--- src/rtl/dep_scoreboard_fwd_pkg.sv ---
// Shared parameters and bus-width helpers for the decode dependency unit.
// Default sizes match the reference core: 32 GPRs, 2 read operands, and
// 3 forwarding stages. Long-latency writers are tracked per register.
package dep_scoreboard_fwd_pkg;

  localparam int NREG_DEF    = 32;
  localparam int AW_DEF      = 5;
  localparam int DW_DEF      = 32;
  localparam int NSRC_DEF    = 2;
  localparam int NFWD_DEF    = 3;
  localparam int MAXPEND_DEF = 3;
  localparam int CW_DEF      = 32;

  // Packed forwarding bus width: per stage {valid, ok, dest, data}, stage 0 in the LSBs.
  function automatic int dep_fwd_bus_wd(input int nfwd, input int aw, input int dw);
    return nfwd * (1 + 1 + aw + dw);
  endfunction

  localparam int DEP_FWD_BUS_WD = NFWD_DEF * (1 + 1 + AW_DEF + DW_DEF);
  // Long-write retire bus: {valid, dest}.
  localparam int LWB_BUS_WD     = 1 + AW_DEF;

endpackage

--- src/rtl/dep_scoreboard_fwd_if.sv ---
// Decode-stage dependency bus.
// slave  : the dependency unit. It receives the operand, forwarding, issue,
//          and retire signals, and drives src_value, stall, and stall_cnt.
// master : the surrounding pipeline, or a testbench.
interface dep_scoreboard_fwd_if
  import dep_scoreboard_fwd_pkg::*;
  #(
    parameter int AW   = AW_DEF,
    parameter int DW   = DW_DEF,
    parameter int NSRC = NSRC_DEF,
    parameter int NFWD = NFWD_DEF,
    parameter int CW   = CW_DEF
  );

  logic                 ds_valid;
  logic [NSRC-1:0]      src_used;
  logic [NSRC*AW-1:0]   src_addr;
  logic [NSRC*DW-1:0]   rf_rdata;
  logic [NFWD-1:0]      fwd_valid;
  logic [NFWD*AW-1:0]   fwd_dest;
  logic [NFWD-1:0]      fwd_ok;
  logic [NFWD*DW-1:0]   fwd_data;
  logic                 issue_fire;
  logic                 issue_we;
  logic                 issue_long;
  logic [AW-1:0]        issue_dest;
  logic                 lwb_valid;
  logic [AW-1:0]        lwb_dest;
  logic                 flush;
  logic [NSRC*DW-1:0]   src_value;
  logic                 stall;
  logic [CW-1:0]        stall_cnt;

  modport slave (
    input  ds_valid, src_used, src_addr, rf_rdata,
    input  fwd_valid, fwd_dest, fwd_ok, fwd_data,
    input  issue_fire, issue_we, issue_long, issue_dest,
    input  lwb_valid, lwb_dest, flush,
    output src_value, stall, stall_cnt
  );

  modport master (
    output ds_valid, src_used, src_addr, rf_rdata,
    output fwd_valid, fwd_dest, fwd_ok, fwd_data,
    output issue_fire, issue_we, issue_long, issue_dest,
    output lwb_valid, lwb_dest, flush,
    input  src_value, stall, stall_cnt
  );

endinterface

--- src/rtl/dep_scoreboard_fwd_fwd_prio_sel.sv ---
// fwd_prio_sel: priority forwarding mux for a single read operand.
// Ports:
//   i_used, i_addr, i_rf_data      operand request and register-file data
//   i_fwd_valid/dest/ok/data       per-stage forwarding sources (stage 0 = youngest)
//   o_value                        selected value (forwarded data, or register-file data)
//   o_match                        some stage matched (the scoreboard is then bypassed)
//   o_not_ready                    the highest-priority match has no result yet
module fwd_prio_sel
  import dep_scoreboard_fwd_pkg::*;
  #(
    parameter int AW   = AW_DEF,
    parameter int DW   = DW_DEF,
    parameter int NFWD = NFWD_DEF
  ) (
    input  logic              i_used,
    input  logic [AW-1:0]     i_addr,
    input  logic [DW-1:0]     i_rf_data,
    input  logic [NFWD-1:0]   i_fwd_valid,
    input  logic [NFWD*AW-1:0] i_fwd_dest,
    input  logic [NFWD-1:0]   i_fwd_ok,
    input  logic [NFWD*DW-1:0] i_fwd_data,
    output logic [DW-1:0]     o_value,
    output logic              o_match,
    output logic              o_not_ready
  );

  // Walk from the oldest stage to the youngest. Each later hit overwrites the
  // previous one, so the lowest matching index wins. A pending younger match
  // therefore hides any ready result in an older stage.
  always_comb begin
    o_value     = i_rf_data;
    o_match     = 1'b0;
    o_not_ready = 1'b0;
    for (int k = NFWD - 1; k >= 0; k--) begin
      if (i_used && (i_addr != '0) && i_fwd_valid[k] &&
          (i_fwd_dest[k*AW +: AW] == i_addr)) begin
        o_match     = 1'b1;
        o_not_ready = !i_fwd_ok[k];
        o_value     = i_fwd_data[k*DW +: DW];
      end
    end
  end

endmodule

--- src/rtl/dep_scoreboard_fwd.sv ---
// dep_scoreboard_fwd: decode-stage operand forwarding and hazard stall unit.
// It resolves NSRC operands against NFWD in-order forwarding stages, and keeps
// a per-register pending-write count for long-latency writers that can retire
// out of pipeline order.
// Ports:
//   clk, resetn  clock and asynchronous active-low reset
//   bus          dep_scoreboard_fwd_if.slave. It carries the operand and
//                forwarding inputs, the issue, retire, and flush events, and
//                the src_value, stall, and stall_cnt outputs.
module dep_scoreboard_fwd
  import dep_scoreboard_fwd_pkg::*;
  #(
    parameter int NREG    = NREG_DEF,
    parameter int AW      = AW_DEF,
    parameter int DW      = DW_DEF,
    parameter int NSRC    = NSRC_DEF,
    parameter int NFWD    = NFWD_DEF,
    parameter int MAXPEND = MAXPEND_DEF,
    parameter int CW      = CW_DEF
  ) (
    input  logic clk,
    input  logic resetn,
    dep_scoreboard_fwd_if.slave bus
  );

  localparam int PW = $clog2(MAXPEND + 1);

  logic [PW-1:0]      r_pend [NREG];
  logic [CW-1:0]      r_stall_cnt;

  logic [PW-1:0]      w_pend_eff [NREG];
  logic [NREG-1:0]    w_inc;
  logic [NREG-1:0]    w_dec;
  logic [NSRC-1:0]    w_match;
  logic [NSRC-1:0]    w_fwd_nr;
  logic [NSRC-1:0]    w_not_ready;
  logic [NSRC*DW-1:0] w_value;
  logic               w_issue_long;
  logic               w_full;

  for (genvar g = 0; g < NSRC; g++) begin : g_src
    fwd_prio_sel #(.AW(AW), .DW(DW), .NFWD(NFWD)) u_sel (
      .i_used      (bus.src_used[g]),
      .i_addr      (bus.src_addr[g*AW +: AW]),
      .i_rf_data   (bus.rf_rdata[g*DW +: DW]),
      .i_fwd_valid (bus.fwd_valid),
      .i_fwd_dest  (bus.fwd_dest),
      .i_fwd_ok    (bus.fwd_ok),
      .i_fwd_data  (bus.fwd_data),
      .o_value     (w_value[g*DW +: DW]),
      .o_match     (w_match[g]),
      .o_not_ready (w_fwd_nr[g])
    );
  end

  assign w_issue_long = bus.issue_we && bus.issue_long && (bus.issue_dest != '0);

  // A retire in the current cycle releases its register immediately.
  // A retire aimed at a zero count is ignored here, so the value cannot wrap.
  always_comb begin
    for (int r = 0; r < NREG; r++) begin
      w_dec[r] = bus.lwb_valid && (bus.lwb_dest == AW'(r)) && (r_pend[r] != '0);
      w_inc[r] = bus.issue_fire && w_issue_long && (bus.issue_dest == AW'(r));
      w_pend_eff[r] = r_pend[r] - (w_dec[r] ? PW'(1) : PW'(0));
    end
  end

  // A forwarding match takes precedence over the scoreboard, because the youngest writer wins.
  always_comb begin
    for (int i = 0; i < NSRC; i++) begin
      if (w_match[i]) begin
        w_not_ready[i] = w_fwd_nr[i];
      end else begin
        w_not_ready[i] = bus.src_used[i] && (bus.src_addr[i*AW +: AW] != '0) &&
                         (w_pend_eff[bus.src_addr[i*AW +: AW]] != '0);
      end
    end
  end

  assign w_full        = w_issue_long && (w_pend_eff[bus.issue_dest] == PW'(MAXPEND));
  assign bus.stall     = bus.ds_valid && ((|w_not_ready) || w_full);
  assign bus.src_value = w_value;
  assign bus.stall_cnt = r_stall_cnt;

  always_ff @(posedge clk or negedge resetn) begin
    if (!resetn) begin
      for (int r = 0; r < NREG; r++) r_pend[r] <= '0;
    end else if (bus.flush) begin
      for (int r = 0; r < NREG; r++) r_pend[r] <= '0;
    end else begin
      for (int r = 0; r < NREG; r++) begin
        if (w_inc[r] && !w_dec[r]) begin
          r_pend[r] <= r_pend[r] + PW'(1);
        end else if (w_dec[r] && !w_inc[r]) begin
          r_pend[r] <= r_pend[r] - PW'(1);
        end
      end
    end
  end

  // Flush does not clear this counter; it tracks stall cycles across pipeline kills.
  always_ff @(posedge clk or negedge resetn) begin
    if (!resetn) begin
      r_stall_cnt <= '0;
    end else if (bus.stall && (r_stall_cnt != {CW{1'b1}})) begin
      r_stall_cnt <= r_stall_cnt + CW'(1);
    end
  end

  // Protocol checks. A synthesis flow ignores these.
  always @(posedge clk) begin
    if (resetn) begin
      a_issue_while_stall: assert (!(bus.issue_fire && bus.stall));
      a_lwb_underflow: assert (bus.flush || !bus.lwb_valid || (bus.lwb_dest == '0) ||
                               (r_pend[bus.lwb_dest] != '0));
      a_pend_overflow: assert (bus.flush || !(bus.issue_fire && w_issue_long &&
                               (w_pend_eff[bus.issue_dest] == PW'(MAXPEND))));
    end
  end

endmodule
--- src/flat_wrapper.sv ---
// flat-port wrapper written by rule: the top's interface ports become plain ports
module dep_scoreboard_fwd_flat import dep_scoreboard_fwd_pkg::*;
#(
    parameter int NREG    = NREG_DEF,
    parameter int AW      = AW_DEF,
    parameter int DW      = DW_DEF,
    parameter int NSRC    = NSRC_DEF,
    parameter int NFWD    = NFWD_DEF,
    parameter int MAXPEND = MAXPEND_DEF,
    parameter int CW      = CW_DEF
  )
  (clk, resetn, bus_ds_valid, bus_src_used, bus_src_addr, bus_rf_rdata, bus_fwd_valid, bus_fwd_dest, bus_fwd_ok, bus_fwd_data, bus_issue_fire, bus_issue_we, bus_issue_long, bus_issue_dest, bus_lwb_valid, bus_lwb_dest, bus_flush, bus_src_value, bus_stall, bus_stall_cnt);
  dep_scoreboard_fwd_if #(.AW(AW), .DW(DW), .NSRC(NSRC), .NFWD(NFWD), .CW(CW)) bus_i ();
  input  logic clk;
  input  logic resetn;
  input wire logic [$bits(bus_i.ds_valid)-1:0] bus_ds_valid;
  input wire logic [$bits(bus_i.src_used)-1:0] bus_src_used;
  input wire logic [$bits(bus_i.src_addr)-1:0] bus_src_addr;
  input wire logic [$bits(bus_i.rf_rdata)-1:0] bus_rf_rdata;
  input wire logic [$bits(bus_i.fwd_valid)-1:0] bus_fwd_valid;
  input wire logic [$bits(bus_i.fwd_dest)-1:0] bus_fwd_dest;
  input wire logic [$bits(bus_i.fwd_ok)-1:0] bus_fwd_ok;
  input wire logic [$bits(bus_i.fwd_data)-1:0] bus_fwd_data;
  input wire logic [$bits(bus_i.issue_fire)-1:0] bus_issue_fire;
  input wire logic [$bits(bus_i.issue_we)-1:0] bus_issue_we;
  input wire logic [$bits(bus_i.issue_long)-1:0] bus_issue_long;
  input wire logic [$bits(bus_i.issue_dest)-1:0] bus_issue_dest;
  input wire logic [$bits(bus_i.lwb_valid)-1:0] bus_lwb_valid;
  input wire logic [$bits(bus_i.lwb_dest)-1:0] bus_lwb_dest;
  input wire logic [$bits(bus_i.flush)-1:0] bus_flush;
  output wire logic [$bits(bus_i.src_value)-1:0] bus_src_value;
  output wire logic [$bits(bus_i.stall)-1:0] bus_stall;
  output wire logic [$bits(bus_i.stall_cnt)-1:0] bus_stall_cnt;
  assign bus_i.ds_valid = bus_ds_valid;
  assign bus_i.src_used = bus_src_used;
  assign bus_i.src_addr = bus_src_addr;
  assign bus_i.rf_rdata = bus_rf_rdata;
  assign bus_i.fwd_valid = bus_fwd_valid;
  assign bus_i.fwd_dest = bus_fwd_dest;
  assign bus_i.fwd_ok = bus_fwd_ok;
  assign bus_i.fwd_data = bus_fwd_data;
  assign bus_i.issue_fire = bus_issue_fire;
  assign bus_i.issue_we = bus_issue_we;
  assign bus_i.issue_long = bus_issue_long;
  assign bus_i.issue_dest = bus_issue_dest;
  assign bus_i.lwb_valid = bus_lwb_valid;
  assign bus_i.lwb_dest = bus_lwb_dest;
  assign bus_i.flush = bus_flush;
  assign bus_src_value = bus_i.src_value;
  assign bus_stall = bus_i.stall;
  assign bus_stall_cnt = bus_i.stall_cnt;
  dep_scoreboard_fwd #(.NREG(NREG), .AW(AW), .DW(DW), .NSRC(NSRC), .NFWD(NFWD), .MAXPEND(MAXPEND), .CW(CW)) u_core (.clk(clk), .resetn(resetn), .bus(bus_i));
endmodule
--- config.mk ---
export PLATFORM = sky130hd
export DESIGN_NAME = dep_scoreboard_fwd_flat
export DESIGN_NICKNAME = d
export VERILOG_FILES = /design/src/rtl/dep_scoreboard_fwd_pkg.sv /design/src/rtl/dep_scoreboard_fwd_if.sv /design/src/rtl/dep_scoreboard_fwd_fwd_prio_sel.sv /design/src/rtl/dep_scoreboard_fwd.sv /design/src/flat_wrapper.sv
export SDC_FILE = /design/constraint.sdc
export NUM_CORES = 1
export LEC_CHECK = 0
export ABC_AREA = 1
export CORE_MARGIN = 2
export CORE_UTILIZATION = 30
export CTS_BUF_LIST = sky130_fd_sc_hd__clkbuf_16
export CTS_CLUSTER_DIAMETER = 30
export DETAILED_ROUTE_END_ITERATION = 8
export HOLD_SLACK_MARGIN = 0.1
export SYNTH_ARGS = -nofsm -noshare
export SYNTH_HDL_FRONTEND = slang
export SYNTH_SLANG_ARGS = --single-unit
--- constraint.sdc ---
create_clock -name clk -period 2.8 [get_ports clk]
set_input_delay 0.42 -clock clk [delete_from_list [all_inputs] [get_ports clk]]
set_output_delay 0.42 -clock clk [all_outputs]
set_load 0.01 [all_outputs]
# Word level (Yosys, flattened, before mapping)
# Index checks and enable logic that the tools add are counted.
[totals]
register_bits = 96
latchBits = 0
ramBits = 0
romBits = 0
input_bits = 211
word_cells = 654
n_memories = 0
[op_classes]
n_addsub = 97
n_mul = 0
div = 0
magnitude_cmp = 3
eq_ne = 70
n_shift = 0
mux = 126
bitwise_logic = 3
reduce_logical = 322
[ops]
columns = ["operator", "n"]
rows = [
  ["$mux 32", 6],
  ["$logic_and 1x1->1", 182],
  ["$eq 5x5->1 const B", 32],
  ["$mux 2", 70],
  ["$reduce_bool 3->1", 32],
  ["$eq 5x4->1 const B", 16],
  ["$reduce_bool 2->1", 34],
  ["$logic_not 1->1", 67],
  ["$add 2x1->2 const B", 32],
  ["$mux 64", 1],
  ["$sub 2x1->2 const B", 32],
  ["$sub 2x2->2", 32],
  ["$mux 1", 46],
  ["$eq 5x3->1 const B", 8],
  ["$add 32x1->32 const B", 1],
  ["$ne 32x32->1 const B", 1],
  ["$bmux 2 s5", 3],
  ["$eq 5x5->1", 6],
  ["$eq 5x2->1 const B", 4],
  ["$ge 6x6->1 const B", 3],
  ["$not 5->6", 3],
  ["$reduce_bool 5->1", 3],
  ["$eq 5x1->1 const B", 2],
  ["$logic_not 5->1", 2],
  ["3 further kinds", 3],
]

# Logic depth before layout (Yosys ltp)
# Gate-level depths: netlist of the first run.
[depth]
depth_word = 15
ltp_mapped = 27
depth_no_buf = 26

# Modules after synthesis
# Synthesis of the first run repeated with hierarchy kept, for this count alone.
[hier_totals]
hier_cells = 2322
hier_area_um2 = 13480.4
[by_module_without_submodules]
columns = ["mod", "n_inst", "cells_each", "area_each_um2"]
rows = [
  ["dep_scoreboard_fwd", 1, 1448, 9136.3],
  ["fwd_prio_sel", 2, 437, 2172.1],
]

# Worst setup path before layout of the first run
# No wires, ideal clock.
[synth_timing]
path_type = "input-to-output"
start = "input port bus_lwb_valid"
end = "output port bus_stall"
arrival_time_ns = 2.440
setup_slack_ns = -0.060
stages = 20
path_cell_list = "inv_1 > nor2_1 > inv_1 > clkbuf_1 > nor2_1 > inv_1 > a21oi_1 > ha_1 > nand3b_1 > nand2_1 > nand2_1 > nor2_1 > nor2_1 > nor2_1 > nand2_1 > nand2_1 > nand2_1 > nand2_1 > nor2_2 > a21boi_0"
[synth_between]
elab_chain_len = 13
elab_cells_between_ends = 148
classes_between = "add/sub (32); eq/ne (1); mux (43); reduce/logical (72)"
[synth_lines]
columns = ["element", "line_no", "source"]
rows = [
  ["start, declared", "flat_wrapper.sv:28", "input wire logic [$bits(bus_i.lwb_valid)-1:0] bus_lwb_valid;"],
  ["$logic_and 1x1->1 (2 in a row)", "dep_scoreboard_fwd.sv:62", "w_dec[r] = bus.lwb_valid && (bus.lwb_dest == AW'(r)) && (r_pend[r] != '0);"],
  ["$mux 1", "dep_scoreboard_fwd.sv:64", "w_pend_eff[r] = r_pend[r] - (w_dec[r] ? PW'(1) : PW'(0));"],
  ["$sub 2x2->2", "dep_scoreboard_fwd.sv:64", ""],
  ["$bmux 2 s5", "dep_scoreboard_fwd.sv:75", "(w_pend_eff[bus.src_addr[i*AW +: AW]] != '0);"],
  ["$mux 2 (implied by the code) (2 in a row)", "dep_scoreboard_fwd.sv:75", ""],
  ["$reduce_bool 2->1", "dep_scoreboard_fwd.sv:75", ""],
  ["$logic_and 1x1->1", "dep_scoreboard_fwd.sv:74", "w_not_ready[i] = bus.src_used[i] && (bus.src_addr[i*AW +: AW] != '0) &&"],
  ["$mux 1", "dep_scoreboard_fwd.sv:71", "if (w_match[i]) begin"],
  ["$reduce_or 2->1", "dep_scoreboard_fwd.sv:81", "assign bus.stall = bus.ds_valid && ((|w_not_ready) || w_full);"],
  ["$logic_or 1x1->1 (*)", "dep_scoreboard_fwd.sv:81", ""],
  ["$logic_and 1x1->1 (*)", "dep_scoreboard_fwd.sv:81", ""],
  ["end, declared", "flat_wrapper.sv:32", "output wire logic [$bits(bus_i.stall)-1:0] bus_stall;"],
]
# Mark *: on every way between the ends. The rest lies on a longest branch, timed or not. The select of a mux whose other input is x is not followed.

# Worst setup path in the final report of the first run
[layout_timing]
start = "input port bus_lwb_dest[0]"
end = "output port bus_stall"
[layout_between]
elab_chain_len = 14
elab_cells_between_ends = 180
classes_between = "add/sub (32); eq/ne (32); mux (43); reduce/logical (73)"
[layout_lines]
columns = ["element", "line_no", "source"]
rows = [
  ["start, declared", "flat_wrapper.sv:29", "input wire logic [$bits(bus_i.lwb_dest)-1:0] bus_lwb_dest;"],
  ["$eq 5x5->1, or another cell as far along", "dep_scoreboard_fwd.sv:62", ""],
  ["$logic_and 1x1->1 (2 in a row)", "dep_scoreboard_fwd.sv:62", ""],
  ["$mux 1", "dep_scoreboard_fwd.sv:64", ""],
  ["$sub 2x2->2", "dep_scoreboard_fwd.sv:64", ""],
  ["$bmux 2 s5", "dep_scoreboard_fwd.sv:75", ""],
  ["$mux 2 (implied by the code) (2 in a row)", "dep_scoreboard_fwd.sv:75", ""],
  ["$reduce_bool 2->1", "dep_scoreboard_fwd.sv:75", ""],
  ["$logic_and 1x1->1", "dep_scoreboard_fwd.sv:74", ""],
  ["$mux 1", "dep_scoreboard_fwd.sv:71", ""],
  ["$reduce_or 2->1", "dep_scoreboard_fwd.sv:81", ""],
  ["$logic_or 1x1->1 (*)", "dep_scoreboard_fwd.sv:81", ""],
  ["$logic_and 1x1->1 (*)", "dep_scoreboard_fwd.sv:81", ""],
]
# Marks and branches as above.

==> metrics.csv, run 1 <==
stage;metric;value;unit
finish;most frequent cells in the layout;nand2_1 (523), buf_4 (287), inv_1 (225);
finish;number of fill cells in the layout;3811;
status;status;finished, violations left;
clock_tree;CTS tree;built;
placement;PortBufs;307;
die;row count;72;
logic_synthesis;Post-synth top flop;dfrtp_1;
route;Routed WL;56300;um
sta;Setup Skew;0.00696;ns
die;Die Wd;201;um
sta;minimum clock period;3.13;ns
logic_synthesis;largest family of logic cells by synthesized area;simple AND/OR/NAND/NOR gates;
logic_synthesis;Synth Area in Compound Gates;16.6;%
die;initial cell density of the core;30.2;%
pwr;Static Leak;9.17;nW
route;DRC viols;0;
die;full die area;0.0403;mm2
finish;fin nets;2823;
clock_tree;Num CTS Buffers;9;
sta;final worst setup slack;-0.330;ns
pwr;P per Cell Area;343;mW/mm2
worst_hold_path;Hold WC Path Type;flop to flop;
logic_synthesis;Ys Warns;0;
sta;Final Hold Fails;0;
finish;Layout area overhead;66.1;%
route;antenna viol nets, final;0;
job;Max-Cap Viols;0;
grt;pin count of the biggest net entering global routing;83;
logic_synthesis;post-synthesis mux area share;0.0861;%
route;1st-iter DRT viols;1356;
logic_synthesis;asr flop ratio synth;100;%
placement;RePlAce Congestion;1.03;
clock_tree;H-tree depth;3;
logic_synthesis;Post-Synth Simple-Gate Area;40.9;%
logic_synthesis;Yosys reg bits;96;
logic_synthesis;Post-Synth Adder-Cell Area;3.55;%
finish;commonest non-fill, non-tap cell in the layout;nand2_1;
logic_synthesis;sequential fraction of the synthesis area;20.7;%
setup_path;CP required;2.38;ns
route;Vias per Instance;5.13;
setup_path;Startpoint Class;input pin;
sta;Slew @ Worst Pin;0.603;ns
grt;initial antenna violation count;2;
finish;final core utilization;50.2;%
setup_path;kind of critical path;input pin to output port;
logic_synthesis;syn_nets;2235;
setup_path;Worst setup EP type;output port;
grt;GRT overflow;0;
clock_tree;clk_lat worst skew;0.38;ns
setup_path;CP arrival;2.71;ns
clock_tree;clock sink total;96;
setup_path;Critical Path Source;bus_lwb_dest[0];
grt;vias in the first global route;15800;
finish;fin cells;3104;
finish;layout cell share with drive strength beyond 1;25.1;%
placement;DP HPWL;42800;um
die;I/O Pins;308;
sta;RSZ-0062 raised after global routing;yes;
grt;GRT Total Usage;27.1;%
route;Pre-Repair DR Iteration Count;5;
clock_tree;clock transition at the registers of the reported paths;0.07;ns
setup_path;RR Startpoint;u_core.r_pend[14];
placement;dpl cells;3033;
sta;f_max;319;MHz
status;failing checks;negative setup slack;
sta;crit share post-route;112;%
route;total number of vias;15900;
worst_hold_path;hold path start;u_core.r_pend[62];
sta;Final Setup Violations;33;
logic_synthesis;Avg Cell Area, Syn;5.84;um2
sta;Final Max Slew Viols;0;
clock_tree;clock root buffer master;clkbuf_16;
setup_path;worst-path fanout max;4;
logic_synthesis;EDFF count, synth;0;
die;Core Region;0.0385;mm2
route;Routed WL per cell;18.1;um
grt;first-pass GRT wire length;86500;um
pwr;Max VDD drop;315;uV
logic_synthesis;post-synthesis cell type count;42;
die;die height;201;um
logic_synthesis;Post-Syn Area;0.0116;mm2
logic_synthesis;Gate Count Post-Synth;1991;
logic_synthesis;Synth Area in XOR/XNOR;5.95;%
clock_tree;Clock Tree Buf Depth;2;
sta;slew margin rel.;59.8;%
[Yosys cell counts, drive strengths merged, types with 40 or more instances]
library cell / n / area share, %
nand4: 42 / 2.3
nor3: 50 / 2.3
nand2: 553 / 18
clkbuf: 47 / 1.5
inv: 264 / 8.6
o21ai: 171 / 7.4
nand3: 227 / 10
dfrtp: 96 / 21
xnor2: 40 / 3.0
nor2: 152 / 5.5
buf: 40 / 2.1
a21oi: 151 / 6.5
[stage by stage]
stage | setup slack (ns) | power (W) | instance area [um2] | hold WS (ns) | setup TNS (ns)
6_report | -0.330 | 0.00662 | 19300 | 0.556 | -3.06
5_1_grt | -0.545 | 0.00705 | 19300 | 0.596 | -9.95
4_1_cts | -0.339 | 0.00656 | 19000 | 0.560 | -1.54
3_5_place_dp | -1.43 | 0.00504 | 17600 | 0.460 | -90.93
3_3_place_gp | -1.39 | 0.00499 | 17600 | 0.462 | -84.42
2_1_floorplan | 0.0670 | 0.00334 | 11600 | 0.124 | 0
[final timing paths]
kind,endpoint,slack (ns),depth (start not counted)
min in group asynchronous,u_core.bus.stall_cnt[14],0.59,2
setup / recovery,bus_stall,-0.33,22
hold / removal,u_core.r_pend[62],0.56,2
setup reg to reg,u_core.bus.stall_cnt[14],-0.06,23
max in group asynchronous,u_core.r_pend[28],1.42,4
hold reg to reg,u_core.r_pend[62],0.56,2
[cell families after synthesis]
logic type               Yosys count
buffers and inverters            351
AO/OA/AOI/OAI                    365
XOR/XNOR                          79
AND/OR/NAND/NOR                 1066
adder cells (fa/ha/maj)           33
multiplexers                       1
flip-flops                        96
[sequential cells by signal, indices dropped and copies added (netlist names)]
register,flops
u_core.bus.stall_cnt,32
u_core.r_pend,64
[worst max-delay path, stage by stage]
cell	delay, ns
buf_6	0.11
nor2_4	0.12
inv_4	0.06
buf_12	0.12
nor2_4	0.12
inv_2	0.07
a211oi_2	0.14
buf_4	0.14
ha_1	0.25
nand3b_1	0.19
nand2_1	0.07
nand3_1	0.07
nand2_1	0.06
inv_1	0.03
nor2_1	0.11
nand2_1	0.06
nand2_1	0.08
nand2_2	0.06
nand2_2	0.07
nor2_4	0.05
a21boi_1	0.12
buf_2	0.17
[final cells by class]
cell class                      count  area (um2)  share of cell area [%]
Clock buffer                        9         225                    1.17
Timing Repair Buffer              664        6250                    32.3
Antenna cell                        2        5.00                  0.0259
Inverter                          264        1040                    5.36
Sequential cell                    96        2400                    12.4
Clock inverter                      7        72.6                   0.376
Tap cell                          518         648                    3.36
Multi-Input combinational cell   1544        8680                    44.9
[routing by layer]
metal / share of wire (%) / wire, um / GRT usage [%] / vias to the layer above
li1: - / - / - / 7703
met1: 41 / 23200 / 33.9 / 7410
met2: 48 / 26800 / 45.7 / 678
met3: 7.0 / 3920 / 3.94 / 135
met4: 4.4 / 2460 / 13.5 / 0
met5: 0 / 0 / 0 / -
[power by group]
group / switching (W) / internal [W] / total (W) / leakage (nW)
logic: 0.00189 / 0.00166 / 0.00355 / 7.76
clock network: 0.000622 / 0.000692 / 0.00131 / 0.143
registers: 0.000160 / 0.00160 / 0.00176 / 1.27
[timing repair]
item,in CTS,in global routing
setup buffers,29,13
pin swaps,55,49
hold buffers,1,0
gates cloned,11,1
resized for setup,473,127
endpoints found under the setup margin,98,156
endpoints found under the hold margin,38,0
Power figures use the tool's default switching activity.
==> inputs of run 2 (changes only) <==
--- a/config.mk
+++ b/config.mk
@@ -12,6 +12,7 @@
 export CTS_CLUSTER_DIAMETER = 30
 export DETAILED_ROUTE_END_ITERATION = 8
 export HOLD_SLACK_MARGIN = 0.1
+export SLEW_MARGIN = 20
 export SYNTH_ARGS = -nofsm -noshare
 export SYNTH_HDL_FRONTEND = slang
 export SYNTH_SLANG_ARGS = --single-unit
==> results of run 2 <==
No change in the layout: final DEF, timing and power equal those of run 1.
==> inputs of run 3 (changes only) <==
--- a/config.mk
+++ b/config.mk
@@ -12,6 +12,7 @@
 export CTS_CLUSTER_DIAMETER = 30
 export DETAILED_ROUTE_END_ITERATION = 8
 export HOLD_SLACK_MARGIN = 0.1
+export SKIP_LAST_GASP = 1
 export SLEW_MARGIN = 20
 export SYNTH_ARGS = -nofsm -noshare
 export SYNTH_HDL_FRONTEND = slang
==> constraint.sdc (replaced) <==
create_clock -name clk -period 3.1 [get_ports clk]
set_input_delay 0.465 -clock clk [delete_from_list [all_inputs] [get_ports clk]]
set_output_delay 0.465 -clock clk [all_outputs]
set_load 0.01 [all_outputs]
==> metrics.csv, run 3 (synthesized netlist as in run 1, its figures left out) <==
stage;metric;value;unit;change
pwr;Static Leak;8.75;nW;-4.6%
finish;max reg flops;64;;unchanged
die;I/O Pins;308;;unchanged
clock_tree;clock transition at the registers of the reported paths;0.07;ns;about the same
finish;commonest non-fill, non-tap cell in the layout;nand2_1;;
grt;pin count of the biggest net entering global routing;44;;-47%
sta;final worst setup slack;-0.267;ns;+0.0630 ns
finish;largest register by flop count;u_core.r_pend;;
route;Pre-Repair DR Iteration Count;5;;unchanged
pwr;combinational share of power;54.0;%;+0.4 points
grt;GRT Total Usage;26.5;%;-0.66 points
finish;fin nets;2777;;-1.6%
pwr;P per Cell Area;311;mW/mm2;-9.1%
placement;PortBufs;307;;unchanged
finish;most frequent cells in the layout;nand2_1 (525), buf_4 (261), inv_1 (230);;
pwr;Tot Pwr;0.00575;W;-13%
worst_hold_path;Hold WC Path Type;input pin to async pin;;
status;failing checks;negative setup slack;;
placement;Placed Area;0.0173;mm2;-1.7%
pwr;Max VDD drop;265;uV;-16%
sta;Setup Skew;0.00934;ns;+0.00238 ns
setup_path;crit-path max cell delay;0.27;ns;+0.02 ns
route;Routed WL;54700;um;-2.9%
finish;number of fill cells in the layout;3998;;+4.9%
finish;fin area;0.0185;mm2;-4.4%
route;Routed WL per cell;17.9;um;-1.5%
setup_path;worst-path fanout max;4;;unchanged
finish;Layout area overhead;58.7;%;
setup_path;Most common cell on crit path;nor2_4;;
setup_path;RR Startpoint;u_core.r_pend[25];;
placement;RePlAce Congestion;0.980;;-5.0%
route;DRC viols;0;;unchanged
pwr;Sw Pwr;0.00233;W;-13%
sta;Final Setup Violations;1;;-97%
route;total number of vias;15500;;-2.5%
finish;layout cell share with drive strength beyond 1;22.3;%;-2.8 points
route;antenna viol nets, final;0;;unchanged
pwr;Seq pwr share;27.6;%;+1.0 points
route;1st-iter DRT viols;1158;;-15%
pwr;Clock power frac;18.4;%;-1.5 points
sta;RSZ-0062 raised after global routing;yes;;
setup_path;CP Cell Sequence;buf_4 -> buf_6 -> nor2_4 -> inv_4 -> nor2_4 -> inv_2 -> a211oi_2 -> ha_2 -> inv_2 -> nand2_1 -> nand3_1 -> nand3_1 -> nand2_1 -> nand2_1 -> nand3_1 -> a21oi_1 -> nor2_4 -> nor2_4 -> a21boi_2 -> buf_4 -> buf_6;;
die;die height;201;um;unchanged
setup_path;Reg-to-Reg End;u_core.bus.stall_cnt[6];;
die;Die Wd;201;um;unchanged
grt;initial antenna violation count;3;;+1
sta;minimum clock period;3.37;ns;
job;Max-Cap Viols;0;;unchanged
clock_tree;clk_lat worst skew;0.37;ns;about the same
die;initial cell density of the core;30.2;%;unchanged
die;row count;72;;unchanged
status;status;finished, violations left;;
placement;DP HPWL;43500;um;+1.6%
pwr;Pint;0.00342;W;-13%
die;Core Region;0.0385;mm2;unchanged
sta;Final Hold Fails;0;;unchanged
grt;first-pass GRT wire length;84600;um;-2.2%
placement;post-place setup slack;-1.37;ns;+0.0575 ns
clock_tree;clock sink total;96;;unchanged
sta;Hold Worst Slack;0.0975;ns;-0.458 ns
setup_path;worst path bufs/invs;7;;unchanged
setup_path;flop-to-flop setup slack;0.44;ns;+0.50 ns
sta;crit share post-route;109;%;
setup_path;Reg2Reg Depth;20;;-13%
route;Vias per Instance;5.08;;-1.0%
sta;slew margin rel.;61.3;%;+1.6 points
grt;vias in the first global route;15300;;-3.4%
grt;GRT overflow;0;;unchanged
setup_path;Worst setup EP type;output port;;
setup_path;CP top delay family;simple AND/OR/NAND/NOR gates;;
clock_tree;CTS tree;built;;
clock_tree;clock root buffer master;clkbuf_16;;
setup_path;CP arrival;2.90;ns;+0.19 ns
setup_path;Slowest cell on crit path;a21oi_1;;
setup_path;kind of critical path;input pin to output port;;
clock_tree;Clock Tree Buf Depth;2;;unchanged
die;full die area;0.0403;mm2;unchanged
setup_path;CP required;2.63;ns;+0.25 ns
sta;f_max;297;MHz;
clock_tree;H-tree depth;3;;unchanged
clock_tree;hold buffers post-CTS;0;;-1
pwr;switch share;40.5;%;+0.14 points
sta;Slew @ Worst Pin;0.580;ns;-0.0234 ns
clock_tree;Num CTS Buffers;9;;unchanged
setup_path;Startpoint Class;input pin;;
sta;Final Max Slew Viols;0;;unchanged
-- run 3: stage by stage --
step | instances | util (%) | TNS (ns)
2_1_floorplan | 1991 | - | 0
3_3_place_gp | 3001 | 45.0 | -50.40
3_5_place_dp | 3001 | 45.0 | -51.29
4_1_cts | 3042 | 47.5 | -0.322
5_1_grt | 3057 | 48.0 | -0.618
6_report | 3058 | 48.0 | -0.267
-- run 3: timing repair --
action | 4_1_cts | 5_1_grt
buffers inserted | 24 | 15
gates cloned | 2 | 0
endpoints found under the setup margin | 97 | 94
resized for setup | 344 | 123
pin swaps | 53 | 42
-- run 3: power by group through the flow --
stage          clock, W  combinational, W  sequential (W)
6_report        0.00106           0.00310         0.00159
5_1_grt         0.00114           0.00339         0.00162
4_1_cts         0.00110           0.00303         0.00159
3_5_place_dp          0           0.00292         0.00161
3_3_place_gp          0           0.00288         0.00160
2_1_floorplan         0           0.00137         0.00164
-- run 3: cell type report --
cell class | instances | area (um2) | area share (%)
clock inverter | 6 | 35.0 | 0.190
antenna | 3 | 7.51 | 0.0407
sequential | 96 | 2400 | 13.0
multi-input combinational | 1544 | 8460 | 45.8
clock buffer | 9 | 225 | 1.22
timing repair buffer | 618 | 5670 | 30.7
tap | 518 | 648 | 3.51
inverter | 264 | 1010 | 5.49
-- run 3: how the worst max path moves through the flow --
stage                    startpoint   endpoint  slack (ns)  depth (start not counted)
CTS                 bus_lwb_dest[0]  bus_stall       -0.24                         25
floorplan             bus_lwb_valid  bus_stall        0.15                         20
detailed placement  bus_lwb_dest[1]  bus_stall       -1.37                         25
global route        bus_lwb_dest[1]  bus_stall       -0.44                         24
finish              bus_lwb_dest[0]  bus_stall       -0.27                         21
global placement    bus_lwb_dest[1]  bus_stall       -1.34                         25
-- run 3: metal layers --
layer	share of wire [%]	vias to the layer above	GRT usage (%)
li1	-	7608	-
met5	0	-	0
met2	48	630	45.5
met4	3.2	0	9.71
met3	7.0	94	3.98
met1	42	7201	33.4
